File: src/rtl/exp_pkg.sv
// Shared types and constants for the experiment run controller.
// Sequencer state codes, scenario FSM state codes and default widths.
package exp_pkg;

  localparam int CNT_W         = 32;
  localparam int SHOT_W        = 16;
  localparam int RST_PULSE_LEN = 2;

  localparam logic [7:0] SCEN_IDLE     = 8'd0;
  localparam logic [7:0] SCEN_FINISHED = 8'd8;

  typedef enum logic [2:0] {
    S_IDLE    = 3'd0,
    S_ARM     = 3'd1,
    S_START   = 3'd2,
    S_RELEASE = 3'd3,
    S_COOL    = 3'd4,
    S_DONE    = 3'd5,
    S_FAULT   = 3'd6,
    S_ABORT   = 3'd7
  } seq_state_t;

  function automatic logic [3:0] state_code(seq_state_t s);
    return {1'b0, s};
  endfunction

endpackage

File: src/rtl/experiment_sequencer_if.sv
// Host register-block bundle for the experiment sequencer.
// master: host side (commands, run config, timing); slave: sequencer (status).
interface experiment_sequencer_if #(
  parameter int CNT_W  = exp_pkg::CNT_W,
  parameter int SHOT_W = exp_pkg::SHOT_W
);

  logic              cmd_run;
  logic              cmd_abort;
  logic [SHOT_W-1:0] shot_total;
  logic [CNT_W-1:0]  cooldown_len;
  logic [CNT_W-1:0]  shot_timeout;
  logic [CNT_W-1:0]  cfg_fg_open_delay;
  logic [CNT_W-1:0]  cfg_detector_ready_timeout;
  logic [CNT_W-1:0]  cfg_detonate_len;
  logic [CNT_W-1:0]  cfg_trigger_len;
  logic              busy;
  logic              done;
  logic              error;
  logic [SHOT_W-1:0] shot_count;
  logic [3:0]        seq_state;

  modport master (
    output cmd_run, cmd_abort, shot_total,
    output cooldown_len, shot_timeout,
    output cfg_fg_open_delay, cfg_detector_ready_timeout,
    output cfg_detonate_len, cfg_trigger_len,
    input  busy, done, error, shot_count, seq_state
  );

  modport slave (
    input  cmd_run, cmd_abort, shot_total,
    input  cooldown_len, shot_timeout,
    input  cfg_fg_open_delay, cfg_detector_ready_timeout,
    input  cfg_detonate_len, cfg_trigger_len,
    output busy, done, error, shot_count, seq_state
  );

endinterface

File: src/rtl/exp_pulse_gen.sv
// Fixed-length pulse generator for the scenario FSM reset line.
// Ports: clock, reset_signal, trig (1-cycle request), pulse (LEN cycles).
module exp_pulse_gen #(
  parameter int LEN = 2
) (
  input  logic clock,
  input  logic reset_signal,
  input  logic trig,
  output logic pulse
);

  localparam int W = $clog2(LEN + 1);

  logic [W-1:0] rem;

  always_ff @(posedge clock) begin
    if (reset_signal) begin
      rem   <= '0;
      pulse <= 1'b0;
    end else if (trig) begin
      rem   <= W'(LEN - 1);
      pulse <= 1'b1;
    end else if (rem != '0) begin
      rem   <= rem - 1'b1;
      pulse <= 1'b1;
    end else begin
      pulse <= 1'b0;
    end
  end

endmodule

File: src/rtl/experiment_sequencer.sv
// Run controller: N back-to-back shots of the scenario FSM with cooldown,
// shadowed timing params and a per-shot watchdog.
// Ports: clock, reset_signal, host (slave bundle), scenario_state,
// exp_start/exp_reset to the FSM, par_* shadow timing values.
module experiment_sequencer #(
  parameter int CNT_W   = exp_pkg::CNT_W,
  parameter int SHOT_W  = exp_pkg::SHOT_W,
  parameter int ARM_LEN = 4
) (
  input  logic             clock,
  input  logic             reset_signal,
  experiment_sequencer_if.slave host,
  input  logic [7:0]       scenario_state,
  output logic             exp_start,
  output logic             exp_reset,
  output logic [CNT_W-1:0] par_fg_open_delay,
  output logic [CNT_W-1:0] par_detector_ready_timeout,
  output logic [CNT_W-1:0] par_detonate_len,
  output logic [CNT_W-1:0] par_trigger_len
);

  import exp_pkg::*;

  seq_state_t        state;
  logic [CNT_W-1:0]  cnt;
  logic [CNT_W-1:0]  cnt_inc;
  logic [SHOT_W-1:0] shots;
  logic              pulse_req;
  logic              watchdog;
  logic              cool_end;
  logic              abort_go;

  assign cnt_inc  = (&cnt) ? cnt : cnt + 1'b1;
  assign watchdog = (cnt == host.shot_timeout);
  // Zero cooldown still spends one cycle in S_COOL.
  assign cool_end = (host.cooldown_len == '0) ||
                    (cnt == host.cooldown_len - 1'b1);
  assign abort_go = host.cmd_abort &&
                    (state != S_IDLE) && (state != S_ABORT);

  assign host.seq_state  = state_code(state);
  assign host.shot_count = shots;

  // pulse_req is a registered one-cycle strobe; the generator then
  // holds exp_reset for two cycles starting on the following edge.
  exp_pulse_gen #(
    .LEN (RST_PULSE_LEN)
  ) u_rst_pulse (
    .clock        (clock),
    .reset_signal (reset_signal),
    .trig         (pulse_req),
    .pulse        (exp_reset)
  );

  always_ff @(posedge clock) begin
    if (reset_signal) begin
      state      <= S_IDLE;
      cnt        <= '0;
      shots      <= '0;
      pulse_req  <= 1'b0;
      exp_start  <= 1'b0;
      host.busy  <= 1'b0;
      host.done  <= 1'b0;
      host.error <= 1'b0;
      par_fg_open_delay          <= '0;
      par_detector_ready_timeout <= '0;
      par_detonate_len           <= '0;
      par_trigger_len            <= '0;
    end else begin
      pulse_req <= 1'b0;
      if (abort_go) begin
        state     <= S_ABORT;
        exp_start <= 1'b0;
        pulse_req <= 1'b1;
      end else begin
        unique case (state)
          S_IDLE: begin
            if (host.cmd_run && !host.cmd_abort) begin
              par_fg_open_delay          <= host.cfg_fg_open_delay;
              par_detector_ready_timeout <= host.cfg_detector_ready_timeout;
              par_detonate_len           <= host.cfg_detonate_len;
              par_trigger_len            <= host.cfg_trigger_len;
              host.done  <= 1'b0;
              host.error <= 1'b0;
              host.busy  <= 1'b1;
              shots      <= '0;
              cnt        <= '0;
              if (host.shot_total == '0) begin
                state <= S_DONE;
              end else begin
                state     <= S_ARM;
                pulse_req <= 1'b1;
              end
            end
          end
          S_ARM: begin
            if (cnt == CNT_W'(ARM_LEN - 1)) begin
              state <= S_START;
              cnt   <= '0;
            end else begin
              cnt <= cnt_inc;
            end
          end
          S_START: begin
            if (watchdog) begin
              state     <= S_FAULT;
              exp_start <= 1'b0;
              pulse_req <= 1'b1;
            end else if (scenario_state == SCEN_FINISHED) begin
              state     <= S_RELEASE;
              exp_start <= 1'b0;
              shots     <= shots + 1'b1;
              cnt       <= '0;
            end else begin
              exp_start <= 1'b1;
              cnt       <= cnt_inc;
            end
          end
          S_RELEASE: begin
            exp_start <= 1'b0;
            if (watchdog) begin
              state     <= S_FAULT;
              pulse_req <= 1'b1;
            end else if (scenario_state == SCEN_IDLE) begin
              state <= S_COOL;
              cnt   <= '0;
            end else begin
              cnt <= cnt_inc;
            end
          end
          S_COOL: begin
            if (cool_end) begin
              cnt   <= '0;
              state <= (shots == host.shot_total) ? S_DONE : S_START;
            end else begin
              cnt <= cnt_inc;
            end
          end
          S_DONE: begin
            host.busy <= 1'b0;
            host.done <= 1'b1;
            state     <= S_IDLE;
          end
          S_FAULT: begin
            host.busy  <= 1'b0;
            host.error <= 1'b1;
            state      <= S_IDLE;
          end
          S_ABORT: begin
            host.busy <= 1'b0;
            state     <= S_IDLE;
          end
        endcase
      end
    end
  end

endmodule

File: src/flat_wrapper.sv
// flat-port wrapper written by rule: the top's interface ports become plain ports
module experiment_sequencer_flat import exp_pkg::*;
#(
  parameter int CNT_W   = exp_pkg::CNT_W,
  parameter int SHOT_W  = exp_pkg::SHOT_W,
  parameter int ARM_LEN = 4
)
  (clock, reset_signal, scenario_state, exp_start, exp_reset, par_fg_open_delay, par_detector_ready_timeout, par_detonate_len, par_trigger_len, host_cmd_run, host_cmd_abort, host_shot_total, host_cooldown_len, host_shot_timeout, host_cfg_fg_open_delay, host_cfg_detector_ready_timeout, host_cfg_detonate_len, host_cfg_trigger_len, host_busy, host_done, host_error, host_shot_count, host_seq_state);
  experiment_sequencer_if #(.CNT_W(CNT_W), .SHOT_W(SHOT_W)) host_i ();
  input  logic clock;
  input  logic reset_signal;
  input  logic [7:0] scenario_state;
  output logic exp_start;
  output logic exp_reset;
  output logic [CNT_W-1:0] par_fg_open_delay;
  output logic [CNT_W-1:0] par_detector_ready_timeout;
  output logic [CNT_W-1:0] par_detonate_len;
  output logic [CNT_W-1:0] par_trigger_len;
  input wire logic [$bits(host_i.cmd_run)-1:0] host_cmd_run;
  input wire logic [$bits(host_i.cmd_abort)-1:0] host_cmd_abort;
  input wire logic [$bits(host_i.shot_total)-1:0] host_shot_total;
  input wire logic [$bits(host_i.cooldown_len)-1:0] host_cooldown_len;
  input wire logic [$bits(host_i.shot_timeout)-1:0] host_shot_timeout;
  input wire logic [$bits(host_i.cfg_fg_open_delay)-1:0] host_cfg_fg_open_delay;
  input wire logic [$bits(host_i.cfg_detector_ready_timeout)-1:0] host_cfg_detector_ready_timeout;
  input wire logic [$bits(host_i.cfg_detonate_len)-1:0] host_cfg_detonate_len;
  input wire logic [$bits(host_i.cfg_trigger_len)-1:0] host_cfg_trigger_len;
  output wire logic [$bits(host_i.busy)-1:0] host_busy;
  output wire logic [$bits(host_i.done)-1:0] host_done;
  output wire logic [$bits(host_i.error)-1:0] host_error;
  output wire logic [$bits(host_i.shot_count)-1:0] host_shot_count;
  output wire logic [$bits(host_i.seq_state)-1:0] host_seq_state;
  assign host_i.cmd_run = host_cmd_run;
  assign host_i.cmd_abort = host_cmd_abort;
  assign host_i.shot_total = host_shot_total;
  assign host_i.cooldown_len = host_cooldown_len;
  assign host_i.shot_timeout = host_shot_timeout;
  assign host_i.cfg_fg_open_delay = host_cfg_fg_open_delay;
  assign host_i.cfg_detector_ready_timeout = host_cfg_detector_ready_timeout;
  assign host_i.cfg_detonate_len = host_cfg_detonate_len;
  assign host_i.cfg_trigger_len = host_cfg_trigger_len;
  assign host_busy = host_i.busy;
  assign host_done = host_i.done;
  assign host_error = host_i.error;
  assign host_shot_count = host_i.shot_count;
  assign host_seq_state = host_i.seq_state;
  experiment_sequencer #(.CNT_W(CNT_W), .SHOT_W(SHOT_W), .ARM_LEN(ARM_LEN)) u_core (.clock(clock), .reset_signal(reset_signal), .host(host_i), .scenario_state(scenario_state), .exp_start(exp_start), .exp_reset(exp_reset), .par_fg_open_delay(par_fg_open_delay), .par_detector_ready_timeout(par_detector_ready_timeout), .par_detonate_len(par_detonate_len), .par_trigger_len(par_trigger_len));
endmodule
File: config.mk
export PLATFORM = sky130hd
export DESIGN_NAME = experiment_sequencer_flat
export DESIGN_NICKNAME = d
export VERILOG_FILES = /design/src/rtl/exp_pkg.sv /design/src/rtl/experiment_sequencer_if.sv /design/src/rtl/exp_pulse_gen.sv /design/src/rtl/experiment_sequencer.sv /design/src/flat_wrapper.sv
export SDC_FILE = /design/constraint.sdc
export NUM_CORES = 1
export LEC_CHECK = 0
export ABC_AREA = 1
export BUFFER_PORTS_ARGS = -buffer_cell sky130_fd_sc_hd__buf_4
export CORE_AREA = 3 3 155 157
export CTS_CLUSTER_DIAMETER = 30
export CTS_CLUSTER_SIZE = 8
export DETAILED_ROUTE_END_ITERATION = 12
export DIE_AREA = 0 0 158 160
export PLACE_DENSITY = 0.88
export SETUP_SLACK_MARGIN = 0.05
export SLEW_MARGIN = 20
export SYNTH_ARGS = -nofsm -noshare
export SYNTH_HDL_FRONTEND = slang
export SYNTH_HIERARCHICAL = 1
export SYNTH_SLANG_ARGS = --single-unit
File: constraint.sdc
create_clock -name clock -period 2.5 [get_ports clock]
set_clock_uncertainty 0.05 [all_clocks]
set_input_delay 0.5 -clock clock [delete_from_list [all_inputs] [get_ports clock]]
set_output_delay 0.5 -clock clock [all_outputs]
set_load 0.05 [all_outputs]
-- After elaboration in Yosys (flattened, before gate mapping)
Index checks and enable logic that the tools add are counted.
- equality and inequality tests: 22
- reductions and logical operators: 30
- mux-type cells: 41
- add/subtract/negate cells: 4
- bitwise operators: 1
- operators by type and width (operator ; number):
    32-bit two-way mux ; 8
    32-bit case mux with 5 select lines ; 1
    32-bit == test ; 2
    16-bit two-way mux ; 3
    32-bit by 1-bit adder with 32-bit output (second input constant) ; 1
    32-bit by 2-bit == test with 1-bit output (second input constant) ; 1
    32-bit logical NOT ; 1
    16-bit case mux with 2 select lines ; 1
    32-bit AND reduction ; 1
    32-bit by 1-bit subtractor with 32-bit output (second input constant) ; 1
    3-bit two-way mux ; 10
    3-bit case mux with 6 select lines ; 1
    16-bit by 1-bit adder with 16-bit output (second input constant) ; 1
    16-bit == test ; 1
    16-bit logical NOT ; 1
    5-bit AND reduction ; 3
    2-bit nonzero test ; 7
    3-bit == test (second input constant) ; 4
    1-bit two-way mux ; 12
    3-bit AND reduction ; 4
    1-bit case mux with 2 select lines ; 5
    3-bit by 1-bit != test with 1-bit output (second input constant) ; 3
    8-bit by 4-bit == test with 1-bit output (second input constant) ; 1
    8-bit logical NOT ; 1
    other kinds (16) ; 24
- bits in registers: 187
- word-level logic and storage cells: 113
- output and inout bits: 153
- bits of input ports: 220

-- Longest topological paths before layout
Gate-level depths: netlist of run 1.
- depth after elaboration: 6
- depth in mapped cells: 20

-- Modules after synthesis
The synthesis of run 1 kept the hierarchy.
- by module, submodules not included (module ; cells an instance ; sequential area each (um^2) ; times used ; area an instance (um^2)):
    experiment_sequencer ; 1522 ; 3683.5 ; 1 ; 10266.1
    exp_pulse_gen ; 17 ; 60.1 ; 1 ; 126.4

-- Worst setup path before layout of run 1
OpenSTA, ideal clock, no wires.
- path type: input port to flip-flop
- start point: input host_cooldown_len[0]
- end point: register u_core.cnt[13]
- setup time: 0.139 ns
- path slack: 0.123 ns
- buffers on the path: 2
- cell stages on the path: 18
- data arrival time: 2.188 ns
- cell sequence: inv_1 > ha_1 > nand3_2 > nor2_2 > buf_6 > nand2_1 > xor2_1 > nor2_1 > nand2_1 > nor2_1 > nand2_1 > nor2_2 > nand2_2 > nand2_4 > nand2_4 > buf_6 > nand3_2 > a21oi_2
- longest elaborated chain between the ends: 5
- elaborated cells between the ends (all ways): 6
- classes of those cells: add/sub (1); eq/ne (1); mux (2); reduce/logical (2)
- RTL lines (element ; RTL line ; source):
    start, declared ; flat_wrapper.sv:22 ; input wire logic [$bits(host_i.cooldown_len)-1:0] host_cooldown_len;
    32-bit by 1-bit subtractor with 32-bit output ; experiment_sequencer.sv:37 ; (cnt == host.cooldown_len - 1'b1);
    32-bit == test ; experiment_sequencer.sv:37 ;
    1-bit logical OR (*) ; experiment_sequencer.sv:36 ; assign cool_end = (host.cooldown_len == '0) ||
    32-bit two-way mux (*) ; experiment_sequencer.sv:132 ; if (cool_end) begin
    32-bit case mux with 5 select lines (*) ; experiment_sequencer.sv:76 ; unique case (state)
    end signal, assigned ; experiment_sequencer.sv:101 ; cnt <= cnt_inc;
    end signal, assigned ; experiment_sequencer.sv:128 ; cnt <= cnt_inc;
    end signal, assigned ; experiment_sequencer.sv:136 ; cnt <= cnt_inc;
    end, declared ; experiment_sequencer.sv:25 ; logic [CNT_W-1:0] cnt;
Mark *: on every way between the ends. The rest lies on a longest branch, timed or not.
A chain may end at the register's enable or synchronous reset.

-- Final worst setup path of run 1
- start point: register u_core.cnt[1]
- end point: register u_core.cnt[25]
- longest elaborated chain between the ends: 5
- elaborated cells between the ends (all ways): 17
- classes of those cells: add/sub (1); eq/ne (5); mux (8); reduce/logical (3)
- RTL lines (element ; RTL line ; source):
    start signal, assigned ; experiment_sequencer.sv:101 ;
    start signal, assigned ; experiment_sequencer.sv:116 ; cnt <= cnt_inc;
    start signal, assigned ; experiment_sequencer.sv:128 ;
    32-bit by 1-bit adder with 32-bit output or 32-bit AND reduction (tied branches) ; experiment_sequencer.sv:33 ; assign cnt_inc = (&cnt) ? cnt : cnt + 1'b1;
    32-bit two-way mux ; experiment_sequencer.sv:33 ;
    32-bit two-way mux, on equally long branches ; experiment_sequencer.sv:124, experiment_sequencer.sv:109 ;
    32-bit two-way mux, on equally long branches ; experiment_sequencer.sv:121, experiment_sequencer.sv:105 ;
    32-bit case mux with 5 select lines ; experiment_sequencer.sv:76 ;
Parallel ways exist; a longest one is shown, timed or not. The select of a mux whose other input is x is not followed.

==> metrics.md, run 1 <==
| Metric | Value |
|---|---|
| Max Buffers Root-to-Sink | 2 |
| Pin count of the biggest net entering global routing | 132 |
| Clock Pin Slew Worst Setup and Hold Paths | 0.09 ns |
| Synth top area cells | dfxtp_1 36%, nor2_1 14%, nand2_1 8.7%, o21ai_0 6.8%, xor2_1 5.5% |
| Worst hold margin | 0.226 ns |
| Most frequent cells in the layout | 481 x buf_4, 391 x nor2_1, 238 x nand2_1 |
| Post-route DRC | 0 |
| RSZ-0062 raised after global routing | true |
| Share of layout cells above drive strength 1 | about a third |
| Min-Delay Path Class | primary input to flip-flop |
| Lkg Pwr | slightly below 7 nW |
| Maximum VDD drop | just under 0.0006 V |
| Final std cells w/o fill | around 2300 |
| Final setup violation count | 0 |
| Post-Synthesis Cells | approximately 1500 |
| Clock sink count | ~190 |
| First-pass iteration count of the detailed router | 5 |
| Main flop type after synthesis | dfxtp_1 |
| CP arrival | 2.71 ns |
| Pwr dens | 776 nW/µm² |
| Initial antenna violation count | 2 |
| Fillers | 1949 |
| Slew headroom | 60.6% |
| Worst Tran Pin Value | 0.591 ns |
| CP max FO | 6 |
| Cell Area, Synth | 10400 µm² |
| Delay-heaviest family, CP | simple AND/OR/NAND/NOR gates |
| Setup tns final | 0 ns |
| Critical path class | flip-flop to flip-flop |
| Sequential area share after synthesis | around 36% |
| DIE WIDTH | 158 µm |
| Worst-path cell chain | ha_2 > nand3_1 > nor2_2 > buf_4 > nand3_1 > inv_1 > nand3_2 > nand3_1 > nor2_2 > nand2_1 > nor2_1 > xor2_1 > nand3_2 > a21oi_2 |
| Flops & latches, synth | 187 |
| Async set-or-reset flop fraction in the synthesized netlist | 0% |
| Gr usage total | 29.4% |
| Final min period | ~2.4 ns |
| Area leader, netlist | dfxtp_1 |
| DPL Wire Length | 30200 µm |
| CTS Buf Count | 17 |
| Final Core Density | between 60% and 70% |
| Post-synth EDFFs | 0 |
| Remaining antenna violation count | 0 |
| Dpl cells | 2223 |
| First-pass GRT wire length | about 59000 µm |
| Unique masters post-synth | 45 |
| Required time worst endpoint | 2.82 ns |
| Max cap viols | 0 |
| Crit. End Element | flip-flop |
| Slowest-stage cell, CP | dfxtp_4 |
| Port Buffers | 371 |
| Ys Warns | 6 |
| IO Count | 373 |
| Std cell rows | 55 |
| Via density | between 5 and 6 |
| Initial Util | between 40% and 50% |
| Root Buffer | clkbuf_16 |
| Total congestion overflow | 0 |
| Critical path launch point type | flip-flop |
| Maximum clock frequency | 418 MHz |
| Syn nets | 1764 |
| Wire length per cell | 17.3 µm |
| CP dominant cell by count | nand3_1 |
| Register area | between 3000 and 4000 µm² |
| Final wirelength | 39000 µm |
| # diodes | 0 |
| Clock latency on the worst-skew pair | 0.43 ns |
| Final worst-path cycle share | 95.7% |
| Mapped Avg Cell Area | a little under 7 µm² |
| H-tree levels | 4 |
| Final net count | 2183 |
| TritonCTS clock tree | built |
| Fin. Hold Viols | 0 |
| Vias in the first global route | 11400 |
| Final GP Congestion | 0.960 |
| Run status | completed |
| Die Ht | 160 µm |
| DRT iter0 DRCs | around 1100 |
| DR vias | 11700 |
| Final slew viol count | 0 |
| Multi-input gate area | between 5000 and 6000 µm² |
| Yosys top cell area share | approximately 36% |
| WP buf/inv | 2 |
| Commonest non-fill, non-tap cell in the layout | buf_4 |
| Slowest Stage Delay on Critical Path | 0.37 ns |
| Full die area | roughly 25000 µm² |
| Core Box Area | 22600 µm² |
| Growth of design area from synthesis to finish | 42.4% |
## stage by stage
step,power [mW],instance area (µm²),setup slack [ns]
finish,11.5,14800,0.109
detailed placement,8.77,14100,-0.332
CTS,11.5,14700,0.0761
global placement,8.68,14100,-0.246
global route,12.0,14800,-0.0329
floorplan,6.93,10400,0.123
## path summary, 6_finish.rpt
path / startpoint / end / slack, ns / cells past startpoint
setup / recovery: u_core/cnt[1] / u_core/cnt[25] / 0.11 / 14
hold / removal: host_cfg_detonate_len[10] / u_core/par_detonate_len[10] / 0.23 / 3
setup reg to reg: u_core/cnt[1] / u_core/cnt[25] / 0.11 / 14
hold reg to reg: u_core/pulse_req / u_core/u_rst_pulse/pulse / 0.43 / 2
## tightest hold or removal path, stage by stage
cell	delay (ns)
buf_4	0.08
nor2_1	0.03
nor2_1	0.08
## layer usage
metal | up-vias | track usage (%) | share of wire (%)
met5 | - | 0 | 0.056
met4 | 4 | 11.7 | 3.5
met3 | 85 | 7.83 | 8.9
met2 | 520 | 50.1 | 50
met1 | 5384 | 35.1 | 38
li1 | 5754 | - | -
## sequential cells by signal (all words and copies together), names as in the netlist
name,cells
u_core/cnt,32
u_core/par_detector_ready_timeout,32
u_core/par_detonate_len,32
u_core/u_rst_pulse/rem,2
u_core/host.shot_count,16
u_core/pulse_req,1
u_core/par_trigger_len,32
u_core/u_rst_pulse/pulse,1
u_core/exp_start,1
u_core/host.error,1
u_core/par_fg_open_delay,32
u_core/state,3
u_core/host.busy,1
u_core/host.done,1
## cells in the mapped netlist, types with 3 or more instances
cell type	number
nand4_1	27
nor3_1	28
nand3_2	22
buf_6	5
clkbuf_1	50
dfxtp_1	187
clkbuf_2	3
buf_4	3
nor4_1	16
a21oi_1	41
ha_1	5
nand3_1	63
nor2_1	396
nand2_1	240
inv_1	98
o21ai_0	141
a21oi_2	20
buf_2	29
xor2_1	65
nor2_2	9
xnor2_1	43
inv_2	8
o21ai_1	3
nand2_2	6
nand2_4	4
## where the power goes
part	switching [mW]	internal (mW)
Sequential	0.264	3.42
Combinational	3.45	1.62
Clock	1.38	1.36
Total	5.09	6.40
## area by class of cell
cell class | count | area share, %
Sequential cell | 187 | 25.4
Clock inverter | 15 | 1.14
Inverter | 106 | 2.71
Multi-Input combinational cell | 1156 | 39.8
Clock buffer | 17 | 2.87
Tap cell | 285 | 2.41
Timing Repair Buffer | 490 | 25.6
## timing repair
item / in CTS / in global routing
resized for setup: 3 / 27
pin swaps: 0 / 4
hold buffers: 0 / 0
setup buffers: 0 / 1
endpoints found under the setup margin: 2 / 48
## cell families (layout without fill, tap and decap cells)
kind of cell	count (synthesis)	after routing	share of synthesized area, %
DFF	187	187	36.0
xor gates and xnor gates	108	108	9.10
adders and majority gates	5	5	0.602
and+or+nand+nor	828	828	35.0
buffers and inverters	196	628	7.93
AOI/OAI and AO/OA	214	214	11.3
other	1	1	0.0361
No activity file was read; power rests on OpenSTA's default activity.
==> inputs of run 2 (changes only) <==
CORE_AREA = 3 3 149 151   (was 3 3 155 157)
DIE_AREA = 0 0 152 154   (was 0 0 158 160)
PLACE_DENSITY = 0.9   (was 0.88)
clock period = 2.4 ns   (was 2.5 ns; I/O delays follow)
==> run 2 against run 1 <==
  * Maximum frequency is 1.5% higher
  * Worst hold slack worse by 0.025 ns
  * Utilization is 7.8 points higher
  * Via count is 2.0% higher
  * Setup slack worse by 0.064 ns
  * Sequential cell count stayed put
  * Clock-buffer cell count stayed put
  * Non-clock buffer count is 21 higher
  * Largest power group unchanged
==> metrics.md, run 2 (same netlist as run 1, synthesis figures left out) <==
| Metric | Value |
|---|---|
| Run status | completed |
| Post-route DRC | 0 |
| Final std cells w/o fill | roughly 2300 |
| Share of layout cells above drive strength 1 | 34.6% |
| Clock Pin Slew Worst Setup and Hold Paths | 0.09 ns |
| Std cell rows | 53 |
| Seq pwr share | 30.0% |
| Max Buffers Root-to-Sink | 2 |
| First-pass GRT wire length | 60900 µm |
| Dpl cells | about 2200 |
| Grt met3 use | 9.96% |
| CTS Buf Count | 17 |
| CP arrival | 2.66 ns |
| Final slew viol count | 0 |
| Final net count | 2204 |
| Wire length per cell | 18.0 µm |
| Clock latency on the worst-skew pair | between 0.4 and 0.5 ns |
| Worst Tran Pin Value | about 0.60 ns |
| DRT iter0 DRCs | 1104 |
| Final worst-path cycle share | 98.1% |
| Fillers | between 1500 and 2000 |
| Hold_buf cts | 0 |
| Internal | 7.13 mW |
| Final setup violation count | 0 |
| Crit. End Element | flip-flop |
| TritonCTS clock tree | built |
| Remaining antenna violation count | 0 |
| Pwr dens | between 800 and 900 nW/µm² |
| CP max FO | 25 |
| Max cap viols | 0 |
| # diodes | 0 |
| Min-Delay Path Class | primary input to flip-flop |
| Initial antenna violation count | 1 |
| DPL Wire Length | 30800 µm |
| M1 GR Usage | 37.7% |
| Worst hold margin | 0.201 ns |
| Commonest non-fill, non-tap cell in the layout | buf_4 |
| Clock sink count | 187 |
| H-tree levels | 4 |
| Via density | 5.28 |
| Gr busiest metal | met2 |
| Growth of design area from synthesis to finish | 47.6% |
| Final min period | 2.36 ns |
| Lkg Pwr | 7.08 nW |
| Gate power share | between 40% and 50% |
| Fin. Hold Viols | 0 |
| Full die area | 23400 µm² |
| Die Ht | 154 µm |
| Critical path launch point type | flip-flop |
| IO Count | roughly 370 |
| DIE WIDTH | 152 µm |
| DR vias | 12000 |
| Root Buffer | clkbuf_16 |
| Port Buffers | 371 |
| Gr usage total | between 30% and 40% |
| Maximum clock frequency | approximately 420 MHz |
| Total congestion overflow | 0 |
| Vias in the first global route | 11700 |
| Required time worst endpoint | ~2.7 ns |
| Critical path class | flip-flop to flip-flop |
| Core Box Area | 21000 µm² |
| Slew headroom | 59.7% |
| Area post-placement | 14100 µm² |
| Most frequent cells in the layout | 490 x buf_4, 379 x nor2_1, 233 x nand2_1 |
| Final GP Congestion | just under 1 |
| Setup ws final | between 0.04 and 0.05 ns |
| Final Cell Area | 15300 µm² |
| Worst slack at placement | -0.424 ns |
| Maximum VDD drop | 0.000836 V |
| Final wirelength | 40800 µm |
| Pin count of the biggest net entering global routing | 132 |
| Switch Pwr | 5.62 mW |
| First-pass iteration count of the detailed router | 5 |
| Initial Util | 49.6% |
| Final Core Density | 73.2% |
| RSZ-0062 raised after global routing | true |
| Global Route met2 Usage | 54.4% |
| Clock share of power | 24.1% |
| Switching share of power | 44.1% |
## run 2: cell types whose count changed in the layout (fill, tap and decap cells not counted), sizes merged
cell	delta
buf	+17
inv	+1
bufinv	+1
clkinv	-2
clkbuf	+4
## run 2: metrics by stage
stage	setup TNS [ns]	total power, mW
final	0	12.8
after CTS	0	12.3
after floorplan	0	7.22
after detailed placement	-14.47	9.23
after global routing	-0.793	13.3
after global placement	-10.34	9.13
## run 2: final cells by class
type / count / area, µm² / area share (%)
Inverter: 106 / 407 / 2.65
Clock inverter: 15 / 223 / 1.45
Multi-Input combinational cell: 1156 / 6110 / 39.8
Timing Repair Buffer: 511 / 4060 / 26.4
Sequential cell: 187 / 3770 / 24.6
Tap cell: 275 / 344 / 2.24
Clock buffer: 17 / 425 / 2.77
## run 2: worst paths after layout
| check | start | end | slack, ns | cells past startpoint |
|---|---|---|---|---|
| worst max-delay path | u_core/cnt[1] | u_core/cnt[11] | 0.04 | 13 |
| worst min-delay path | host_cfg_detonate_len[5] | u_core/par_detonate_len[5] | 0.20 | 3 |
| worst max register to register | u_core/cnt[1] | u_core/cnt[11] | 0.04 | 13 |
| worst min register to register | u_core/exp_start | u_core/exp_start | 0.42 | 2 |
## run 2: routing by layer
layer  part of all wire (%)  vias to the layer above  wire length (µm)
met5                  0.029                        -                12
met2                     48                      580             19500
met3                    9.9                      113              4020
li1                       -                     5795                 -
met1                     38                     5489             15500
met4                    4.5                        2              1820
## run 2: critical path: stages, from the launching register on
cell and delay, ns:
dfxtp_2 0.34, buf_6 0.13, xnor2_2 0.17, nand2_1 0.10
nor3_2 0.18, nand4_1 0.19, nor2_4 0.25, nand3_2 0.14
nand2_4 0.10, nor2_2 0.07, inv_2 0.07, buf_12 0.17
nand2_1 0.11, a21oi_2 0.17
## run 2: power groups by stage
stage | Clock (mW) | Sequential (mW) | Combinational (mW)
6_report | 3.08 | 3.83 | 5.84
3_3_place_gp | 0 | 3.87 | 5.26
3_5_place_dp | 0 | 3.88 | 5.35
5_1_grt | 3.22 | 3.89 | 6.15
4_1_cts | 3.10 | 3.82 | 5.36
2_1_floorplan | 0 | 5.36 | 1.87
## run 2: what timing repair did
action,CTS,global route
gates resized for setup,6,90
setup endpoints to repair,30,51
pin swaps,2,20
buffers inserted,2,11
cloned,0,4
==> inputs of run 3 (changes only) <==
CORE_AREA = 2 2 148 150   (was 3 3 149 151)
DIE_AREA = 0 0 150 152   (was 0 0 152 154)
==> run 3 against run 2 <==
  * Worst hold slack improved by 0.0072 ns
  * Sequential power about the same
  * Via count is 1.8% higher
  * Register-to-register slack better by 0.03 ns
  * Combinational power about the same
  * Clock power is 9.7% lower
  * Sequential share of layout area grew 0.22 points
==> metrics.md, run 3 (same netlist as run 1, synthesis figures left out) <==
| Metric | Value |
|---|---|
| Required time worst endpoint | 2.66 ns |
| DIE WIDTH | approximately 150 µm |
| Initial Util | 48.7% |
| CTS Buf Count | 17 |
| Final Total Pwr | around 12 mW |
| Vias in the first global route | 11500 |
| Port Buffers | 371 |
| Maximum clock frequency | 430 MHz |
| Final min period | about 2.3 ns |
| Clock latency on the worst-skew pair | roughly 0.44 ns |
| Worst-path cell chain | buf_4 > nor4_1 > nand4_1 > nor2_1 > nor2_1 > nor2_1 > nand2_8 > clkbuf_16 > nand2_1 > a21oi_1 |
| First-pass iteration count of the detailed router | 8 |
| H-tree levels | 4 |
| Fillers | 1675 |
| Wire length per cell | 17.6 µm |
| Full die area | 22800 µm² |
| Remaining antenna violation count | 0 |
| Final Cell Area | roughly 15000 µm² |
| Fin. Hold Viols | 0 |
| Std cell rows | 54 |
| Initial antenna violation count | 6 |
| TritonCTS clock tree | built |
| Slowest Stage Delay on Critical Path | approximately 0.39 ns |
| Min-Delay Path Class | primary input to flip-flop |
| CP arrival | 2.58 ns |
| Final GP Congestion | 1.00 |
| Commonest non-fill, non-tap cell in the layout | buf_4 |
| Run status | completed |
| Slew headroom | 60.7% |
| Max cap viols | 0 |
| Growth of design area from synthesis to finish | 46.5% |
| Pwr dens | ~820 nW/µm² |
| DRT iter0 DRCs | 1043 |
| Final setup violation count | 0 |
| CP max FO | 5 |
| Clock sink count | between 150 and 200 |
| Critical path class | flip-flop to flip-flop |
| Final wirelength | 39900 µm |
| Max Buffers Root-to-Sink | 2 |
| Crit. End Element | flip-flop |
| Slowest-stage cell, CP | nor4_1 |
| Gr usage total | 32.9% |
| First-pass GRT wire length | 59500 µm |
| Area post-placement | ~14000 µm² |
| Critical path launch point type | flip-flop |
| DR vias | 12200 |
| IO Count | ~370 |
| Clock Pin Slew Worst Setup and Hold Paths | 0.08 ns |
| Pin count of the biggest net entering global routing | between 100 and 150 |
| Lkg Pwr | 7.02 nW |
| Setup tns final | 0 ns |
| Post-route DRC | 0 |
| Root Buffer | clkbuf_16 |
| RSZ-0062 raised after global routing | true |
| DPL Wire Length | 29500 µm |
| Maximum VDD drop | 0.000600 V |
| Final Core Density | 71.3% |
| Worst Tran Pin Value | 0.590 ns |
| Final slew viol count | 0 |
| Die Ht | 152 µm |
| Core Box Area | 21400 µm² |
| Hold_buf cts | 0 |
| Via density | 5.38 |
| Total congestion overflow | 0 |
| Most frequent cells in the layout | 483 x buf_4, 386 x nor2_1, 231 x nand2_1 |
| Worst hold margin | 0.209 ns |
| Final net count | 2198 |
| Final worst-path cycle share | 96.9% |
| CP dominant cell by count | nor2_1 |
| Share of layout cells above drive strength 1 | between 30% and 40% |
[run 3: cell type report]
| type | instances | area [µm²] | area share [%] |
|---|---|---|---|
| inverter | 106 | 412 | 2.70 |
| tap | 280 | 350 | 2.30 |
| antenna | 1 | 2.50 | 0.0164 |
| multi-input combinational | 1157 | 6090 | 40.0 |
| clock inverter | 14 | 151 | 0.995 |
| timing repair buffer | 504 | 4010 | 26.3 |
| sequential | 187 | 3770 | 24.8 |
| clock buffer | 17 | 425 | 2.79 |
[run 3: repair_timing]
action | 4_1_cts | 5_1_grt
setup endpoints to repair | 6 | 51
setup buffers | 0 | 7
gates cloned | 0 | 7
pin swaps | 0 | 29
resized for setup | 5 | 89
[run 3: critical path, delay by kind of cell (launching register included)]
family	cells	cell delay, ns
DFF	1	0.38
buffers and inverters	2	0.33
and+or+nand+nor	7	1.37
AOI/OAI and AO/OA	1	0.06
[run 3: per-stage QoR]
| step | std cells | setup WS, ns |
|---|---|---|
| floorplan | 1539 | 0.0700 |
| global placement | 2220 | -0.289 |
| detailed placement | 2220 | -0.353 |
| CTS | 2251 | 0.0160 |
| global route | 2266 | -0.0214 |
| finish | 2266 | 0.0745 |
[run 3: power breakdown]
part           internal [mW]  switching, mW
Sequential              3.57          0.280
Combinational           2.01           3.82
Clock                   1.39           1.39
[run 3: worst paths after layout]
check / startpoint / end / slack, ns / cells past startpoint
setup / recovery: u_core/cnt[25] / u_core/cnt[15] / 0.07 / 10
hold / removal: host_cfg_detonate_len[22] / u_core/par_detonate_len[22] / 0.21 / 3
setup reg to reg: u_core/cnt[25] / u_core/cnt[15] / 0.07 / 10
hold reg to reg: u_core/host.done / u_core/host.done / 0.42 / 2
[run 3: layer usage]
| metal | part of all wire [%] | track usage (%) | up-vias |
|---|---|---|---|
| li1 | - | - | 5779 |
| met1 | 37 | 38.4 | 5573 |
| met2 | 47 | 54.8 | 655 |
| met3 | 10 | 10.1 | 176 |
| met4 | 5.6 | 15.1 | 8 |
| met5 | 0.12 | 0 | - |
